## config.mk

```make
export PLATFORM = sky130hd
export DESIGN_NAME = hex_display_ctrl
export DESIGN_NICKNAME = d
export VERILOG_FILES = /design/src/rtl/hex_display_pkg.sv /design/src/rtl/hex_display.sv /design/src/rtl/hex_display_ctrl.sv
export SDC_FILE = /design/constraint.sdc
export NUM_CORES = 1
export LEC_CHECK = 0
export ABC_AREA = 1
export ABC_CLOCK_PERIOD_IN_PS = 3200
export BUFFER_PORTS_ARGS = -buffer_cell sky130_fd_sc_hd__buf_4
export CAP_MARGIN = 20
export CORE_ASPECT_RATIO = 1.2
export CORE_MARGIN = 2
export CORE_UTILIZATION = 35
export CTS_CLUSTER_SIZE = 12
export DETAILED_ROUTE_END_ITERATION = 8
export SYNTH_ARGS = -nofsm -noshare
export SYNTH_HDL_FRONTEND = slang
export SYNTH_SLANG_ARGS = --single-unit
```

## constraint.sdc

```tcl
create_clock -name clk_i -period 3.2 [get_ports clk_i]
set_clock_uncertainty 0.1 [all_clocks]
set_input_delay 0.16 -clock clk_i [delete_from_list [all_inputs] [get_ports clk_i]]
set_output_delay 0.16 -clock clk_i [all_outputs]
set_load 0.01 [all_outputs]
```

## src/rtl/hex_display_pkg.sv

```systemverilog
// Shared constants for the seven-segment display controller.
// Holds the blank segment code, the FSM state encoding and the counter width helpers.
// Contents: SEG_BLANK, state_e, idx_width(), ps_width().
package hex_display_pkg;

  // All segments off (active-low outputs).
  localparam logic [6:0] SEG_BLANK = 7'h7F;

  typedef enum logic {
    ST_IDLE = 1'b0,
    ST_SCAN = 1'b1
  } state_e;

  // Digit index width; at least one bit even for a single digit.
  function automatic int idx_width(input int digits);
    return (digits > 1) ? $clog2(digits) : 1;
  endfunction

  // Prescaler width for a counter running over 0..div-1.
  function automatic int ps_width(input int div);
    return (div > 1) ? $clog2(div) : 1;
  endfunction

endpackage

```

## src/rtl/hex_display.sv

```systemverilog
// Purpose: hex nibble to active-low seven-segment decoder (bit 6 = g ... bit 0 = a).
// Ports: nibble_i (4-bit value), seg_o (7-bit active-low segment pattern).
// Latency: purely combinational; no backpressure.
module hex_display (
  input  logic [3:0] nibble_i,
  output logic [6:0] seg_o
);

  always_comb begin
    seg_o = 7'h7F;
    case (nibble_i)
      4'h0: seg_o = 7'h40;
      4'h1: seg_o = 7'h79;
      4'h2: seg_o = 7'h24;
      4'h3: seg_o = 7'h30;
      4'h4: seg_o = 7'h19;
      4'h5: seg_o = 7'h12;
      4'h6: seg_o = 7'h02;
      4'h7: seg_o = 7'h78;
      4'h8: seg_o = 7'h00;
      4'h9: seg_o = 7'h18;
      4'hA: seg_o = 7'h08;
      4'hB: seg_o = 7'h03;
      4'hC: seg_o = 7'h46;
      4'hD: seg_o = 7'h21;
      4'hE: seg_o = 7'h06;
      4'hF: seg_o = 7'h0E;
      default: seg_o = 7'h7F;
    endcase
  end

endmodule

```

## src/rtl/hex_display_ctrl.sv

```systemverilog
// Purpose: latches a packed hex value and scans it MSB digit first through one shared
//   decoder into per-digit segment registers, with blank mask, leading-zero blanking
//   and a prescaler that periodically rescans the shadow value.
// Latency: accept at edge k writes digit DIGITS-1 at k+1 ... digit 0 at k+DIGITS.
// Backpressure: load_ready_o is high only in IDLE; it stays low for DIGITS cycles per scan.
// Ports: clk_i, rst_i (sync, active-high), load_valid_i/load_ready_o handshake,
//   load_value_i (nibble i -> digit i), load_blank_i (bit i blanks digit i),
//   load_lz_i (leading-zero blanking), hex_o (7 active-low bits per digit, registered).
module hex_display_ctrl
  import hex_display_pkg::*;
#(
  parameter int DIGITS      = 6,
  parameter int REFRESH_DIV = 50000
) (
  input  logic                  clk_i,
  input  logic                  rst_i,
  input  logic                  load_valid_i,
  output logic                  load_ready_o,
  input  logic [4*DIGITS-1:0]   load_value_i,
  input  logic [DIGITS-1:0]     load_blank_i,
  input  logic                  load_lz_i,
  output logic [7*DIGITS-1:0]   hex_o
);

  localparam int                PS_W     = ps_width(REFRESH_DIV);
  localparam int                IDX_W    = idx_width(DIGITS);
  localparam logic [PS_W-1:0]   PS_MAX   = PS_W'(REFRESH_DIV - 1);
  localparam logic [IDX_W-1:0]  IDX_LAST = IDX_W'(DIGITS - 1);

  state_e                state_q;
  logic [PS_W-1:0]       ps_q;
  logic [IDX_W-1:0]      idx_q;
  logic                  nz_q;
  logic [4*DIGITS-1:0]   val_q;
  logic [DIGITS-1:0]     mask_q;
  logic                  lz_q;
  logic [7*DIGITS-1:0]   hex_q;

  logic                  ps_tick;
  logic [3:0]            nib_d;
  logic                  msk_d;
  logic                  blank_d;
  logic [6:0]            dec_seg;
  logic [6:0]            seg_d;

  assign ps_tick      = (ps_q == PS_MAX);
  assign load_ready_o = (state_q == ST_IDLE);
  assign hex_o        = hex_q;

  // Shadow nibble and mask bit selected by the current scan index.
  always_comb begin
    nib_d = 4'h0;
    msk_d = 1'b0;
    for (int i = 0; i < DIGITS; i++) begin
      if (idx_q == IDX_W'(i)) begin
        nib_d = val_q[4*i +: 4];
        msk_d = mask_q[i];
      end
    end
  end

  hex_display u_dec (
    .nibble_i (nib_d),
    .seg_o    (dec_seg)
  );

  // Digit 0 is exempt from leading-zero blanking so a zero value still shows "0".
  assign blank_d = msk_d | (lz_q & ~nz_q & (nib_d == 4'h0) & (idx_q != '0));
  assign seg_d   = blank_d ? SEG_BLANK : dec_seg;

  always_ff @(posedge clk_i) begin
    if (rst_i) begin
      state_q <= ST_IDLE;
      ps_q    <= '0;
      idx_q   <= '0;
      nz_q    <= 1'b0;
      val_q   <= '0;
      mask_q  <= '1;
      lz_q    <= 1'b0;
      hex_q   <= '1;
    end else begin
      // Free-running; scan entry below overrides this with a restart at zero.
      ps_q <= ps_tick ? '0 : ps_q + 1'b1;
      case (state_q)
        ST_IDLE: begin
          // A load takes priority over a coincident tick; either starts one scan.
          if (load_valid_i) begin
            val_q   <= load_value_i;
            mask_q  <= load_blank_i;
            lz_q    <= load_lz_i;
            idx_q   <= IDX_LAST;
            nz_q    <= 1'b0;
            ps_q    <= '0;
            state_q <= ST_SCAN;
          end else if (ps_tick) begin
            idx_q   <= IDX_LAST;
            nz_q    <= 1'b0;
            ps_q    <= '0;
            state_q <= ST_SCAN;
          end
        end
        ST_SCAN: begin
          for (int i = 0; i < DIGITS; i++) begin
            if (idx_q == IDX_W'(i)) hex_q[7*i +: 7] <= seg_d;
          end
          // A masked nonzero digit still ends the leading-zero run.
          nz_q <= nz_q | (nib_d != 4'h0);
          if (idx_q == '0) state_q <= ST_IDLE;
          else             idx_q   <= idx_q - 1'b1;
        end
        default: state_q <= ST_IDLE;
      endcase
    end
  end

endmodule

```

==> flow_summary.toml <==
[status]
status = "finished, final reports clean"

[detailed_routing]
ant_nets = 0
totalWireLength_mm = 10.6
wl_per_cell_microns = 12.4
vias = 3993
drt_first_pass_iters = 4
vias_per_cell = 4.66
drc = 0
initialDrtViolationCount = 178

[logic_synthesis]
yosysUniqueCellTypes = 38
synth_top_family_by_area = "simple AND/OR/NAND/NOR gates"
ys_warn_count = 0
seq_area_frac_synth_pct = 44.3
yosys.area_share.xor_xnor_pct = 1.65
synth_fa_ha_area_share_pct = 3.54
synth.area.mux_share_pct = 0
postSynthCellCount = 587
synth_seq_cells = 94
syn_avg_cell_area_sq_um = 7.23
syn_area_sq_um = 4240
syn_nets = 633
synthSimpleGateAreaFrac_pct = 31.1
synth-compound-area-share_pct = 13.3

[cells_and_area]
syn2layout_area_growth_pct = 31.4
drive_gt1_share_pct = 17.5
diodes = 0
nFillCells = 1198
final_util_pct = 46.7
design_area_sq_um = 5580
finalNetCount = 737

[clocking]
h-tree-depth = 3
clock_tree.root_cell = "clkbuf_16"
clk_latency_ns = 0.34
cts_tree = "yes"
clkSlewWorstSetupHoldPaths_ns = 0.07
clock-sinks = 94
cts_buffer_depth = 2
cts_buffers = 9

[placed_design]
placed_area_sq_um = 4980
dp_hpwl_mm = 7.73
gp_congestion = 0.834
portBuffers = 76

[critical_path]
endpoint_kind = "flop"
crit_arrival_ns = 3.01
required_ns = 3.33
path_max_fanout = 7
worstSetupPathType = "reg2reg"
crit_path_start_kind = "flop"

[floorplanning]
io_pins = 77
die_h_microns = 125
die_w_microns = 105
dieArea_sq_um = 13000
core_area_sq_um = 11900
initial_core_util_pct = 35.5
rows = 44

[power_and_ir_drop]
combPwrFrac_pct = 22.9
p_seq_share_pct = 41.2
power.density_nw_per_um2 = 559
p_switching_mw = 0.950
power.internal_mw = 2.17
p_leak_nw = 2.40
p_total_mw = 3.12
peakVddDrop_mv = 0.329
p_clk_share_pct = 35.9
p_sw_share_pct = 30.5

[timing]
hold_viol = 0
worst_pin_slew_ns = 0.567
max_slew_margin_pct = 62.1
min_period_ns = 2.88
fin_crit_sh_pct = 90.0
fmax_mhz = 347
drv_slew = 0
rsz0062_at_grt = "false"
finalSetupViolations = 0
tns_ns = 0

[global_routing]
grt_max_degree = 48
antenna_found_initial = 0
grt-ovfl-total = 0
grt.total_usage_pct = 16.5
grt_pass1_vias = 3783
grt_pass1_wl_mm = 17.6

[job]
maxCapViolations = 0

[hold_path]
hp-class = "in2reg"
[power by group through the flow]
stage               Sequential [mW]  Clock (mW)  Combinational, mW
CTS                            1.29        1.14              0.717
global route                   1.30        1.19              0.801
detailed placement             1.31           0              0.687
floorplan                      1.31           0              0.493
finish                         1.29        1.12              0.715
global placement               1.31           0              0.672
[layout by cell type, fill, tap and decap left out, types with 4 or more instances in the layout]
| cell type | n |
|---|---|
| a21oi_1 | 56 |
| buf_4 | 81 |
| clkbuf_16 | 9 |
| dfxtp_1 | 94 |
| dlygate4sd3_1 | 28 |
| ha_1 | 12 |
| inv_1 | 39 |
| inv_2 | 4 |
| nand2_1 | 157 |
| nand2_4 | 9 |
| nand3_1 | 31 |
| nor2_1 | 83 |
| nor3_1 | 4 |
| o21ai_0 | 35 |
| o21ai_1 | 10 |
| xor2_1 | 5 |
[metal layers]
metal | routed length (microns) | share of wire (%) | GRT usage [%] | vias up
li1 | - | - | - | 2095
met1 | 5040 | 47 | 21.4 | 1788
met2 | 4880 | 46 | 26.5 | 92
met3 | 503 | 4.7 | 4.03 | 18
met4 | 225 | 2.1 | 5.80 | 0
met5 | 0 | 0 | 0 | -
[registers in the layout, summed over array words and instances (netlist names)]
register  cells
hex_o        42
idx_q         3
lz_q          1
mask_q        6
nz_q          1
ps_q         16
state_q       1
val_q        24
[critical path, stage by stage (launching register included)]
cell      delay, ns
dfxtp_1        0.38
inv_1          0.11
ha_1           0.28
inv_1          0.13
nor2_1         0.09
nand2_1        0.09
nand3_1        0.07
nand2_1        0.06
nand2_1        0.06
a21boi_0       0.46
ha_1           0.25
nand3b_1       0.10
nand2_1        0.05
nand2_1        0.05
nand2_1        0.14
o21ai_1        0.26
nand2_1        0.07
[cells in the mapped netlist]
cell,n,area (sq um)
nand2_2,3,18.8
xnor2_1,3,26.3
nor2_1,83,312
nor2_4,2,22.5
a21oi_1,56,280
clkbuf_1,13,48.8
buf_6,2,22.5
xor2_1,5,43.8
ha_1,12,150
a22oi_1,1,7.51
buf_2,1,5.00
and3_1,2,12.5
nor4_1,1,6.26
o21a_1,1,7.51
nor2_2,1,6.26
nand2_1,157,589
a21boi_0,1,7.51
a21oi_2,1,8.76
inv_4,1,6.26
o21ai_0,35,175
nand2_4,9,101
nand4_1,3,18.8
inv_2,4,15.0
o21ai_1,10,50.1
inv_1,39,146
a211oi_1,1,7.51
nor3b_1,2,15.0
nand3_2,1,10.0
or2_2,1,6.26
clkinv_1,1,3.75
nand3b_1,1,7.51
o21bai_1,1,7.51
nand3_1,31,155
inv_6,1,8.76
dfxtp_1,94,1880
nor3_1,4,20.0
nand2_8,1,20.0
a31oi_1,2,12.5
[cell type report]
class	instances	area (sq um)	share of cell area, %
Inverter	46	180	3.23
Clock inverter	4	53.8	0.965
Multi-Input combinational cell	431	2110	37.8
Tap cell	161	201	3.61
Clock buffer	12	267	4.78
Sequential cell	94	1880	33.7
Timing Repair Buffer	109	888	15.9
[stage by stage]
stage,worst slack [ns],cells,hold WS (ns)
after global placement,0.411,813,0.276
final,0.321,857,0.00496
after detailed placement,0.320,813,0.276
after CTS,0.295,857,0.00181
after floorplan,0.789,587,0.186
after global routing,0.0308,857,0.0176
[cells by family (layout without fill, tap and decap cells)]
kind of cell	count (synthesis)	count (layout)
flops	94	94
compound gates	109	109
buf+inv	62	171
simple gates	302	302
fa+ha+maj	12	12
xor+xnor	8	8
[timing repair]
action / in CTS / in global routing
hold buffers: 28 / 0
gates resized for setup: 0 / 0
hold endpoints to repair: 28 / 0
setup buffers: 0 / 0
[path summary, 6_finish.rpt]
check             slack, ns  depth (start not counted)                  start                     to
setup / recovery       0.32                         16  idx_q[1]$_SDFFE_PP0P_  hex_o[5]$_SDFFE_PP1P_
hold / removal        0.005                          3        load_value_i[3]  val_q[3]$_SDFFE_PP0P_
setup reg to reg       0.32                         16  idx_q[1]$_SDFFE_PP0P_  hex_o[5]$_SDFFE_PP1P_
hold reg to reg        0.36                          1     ps_q[0]$_SDFF_PP0_     ps_q[0]$_SDFF_PP0_
(Power assumes the default switching activity.)
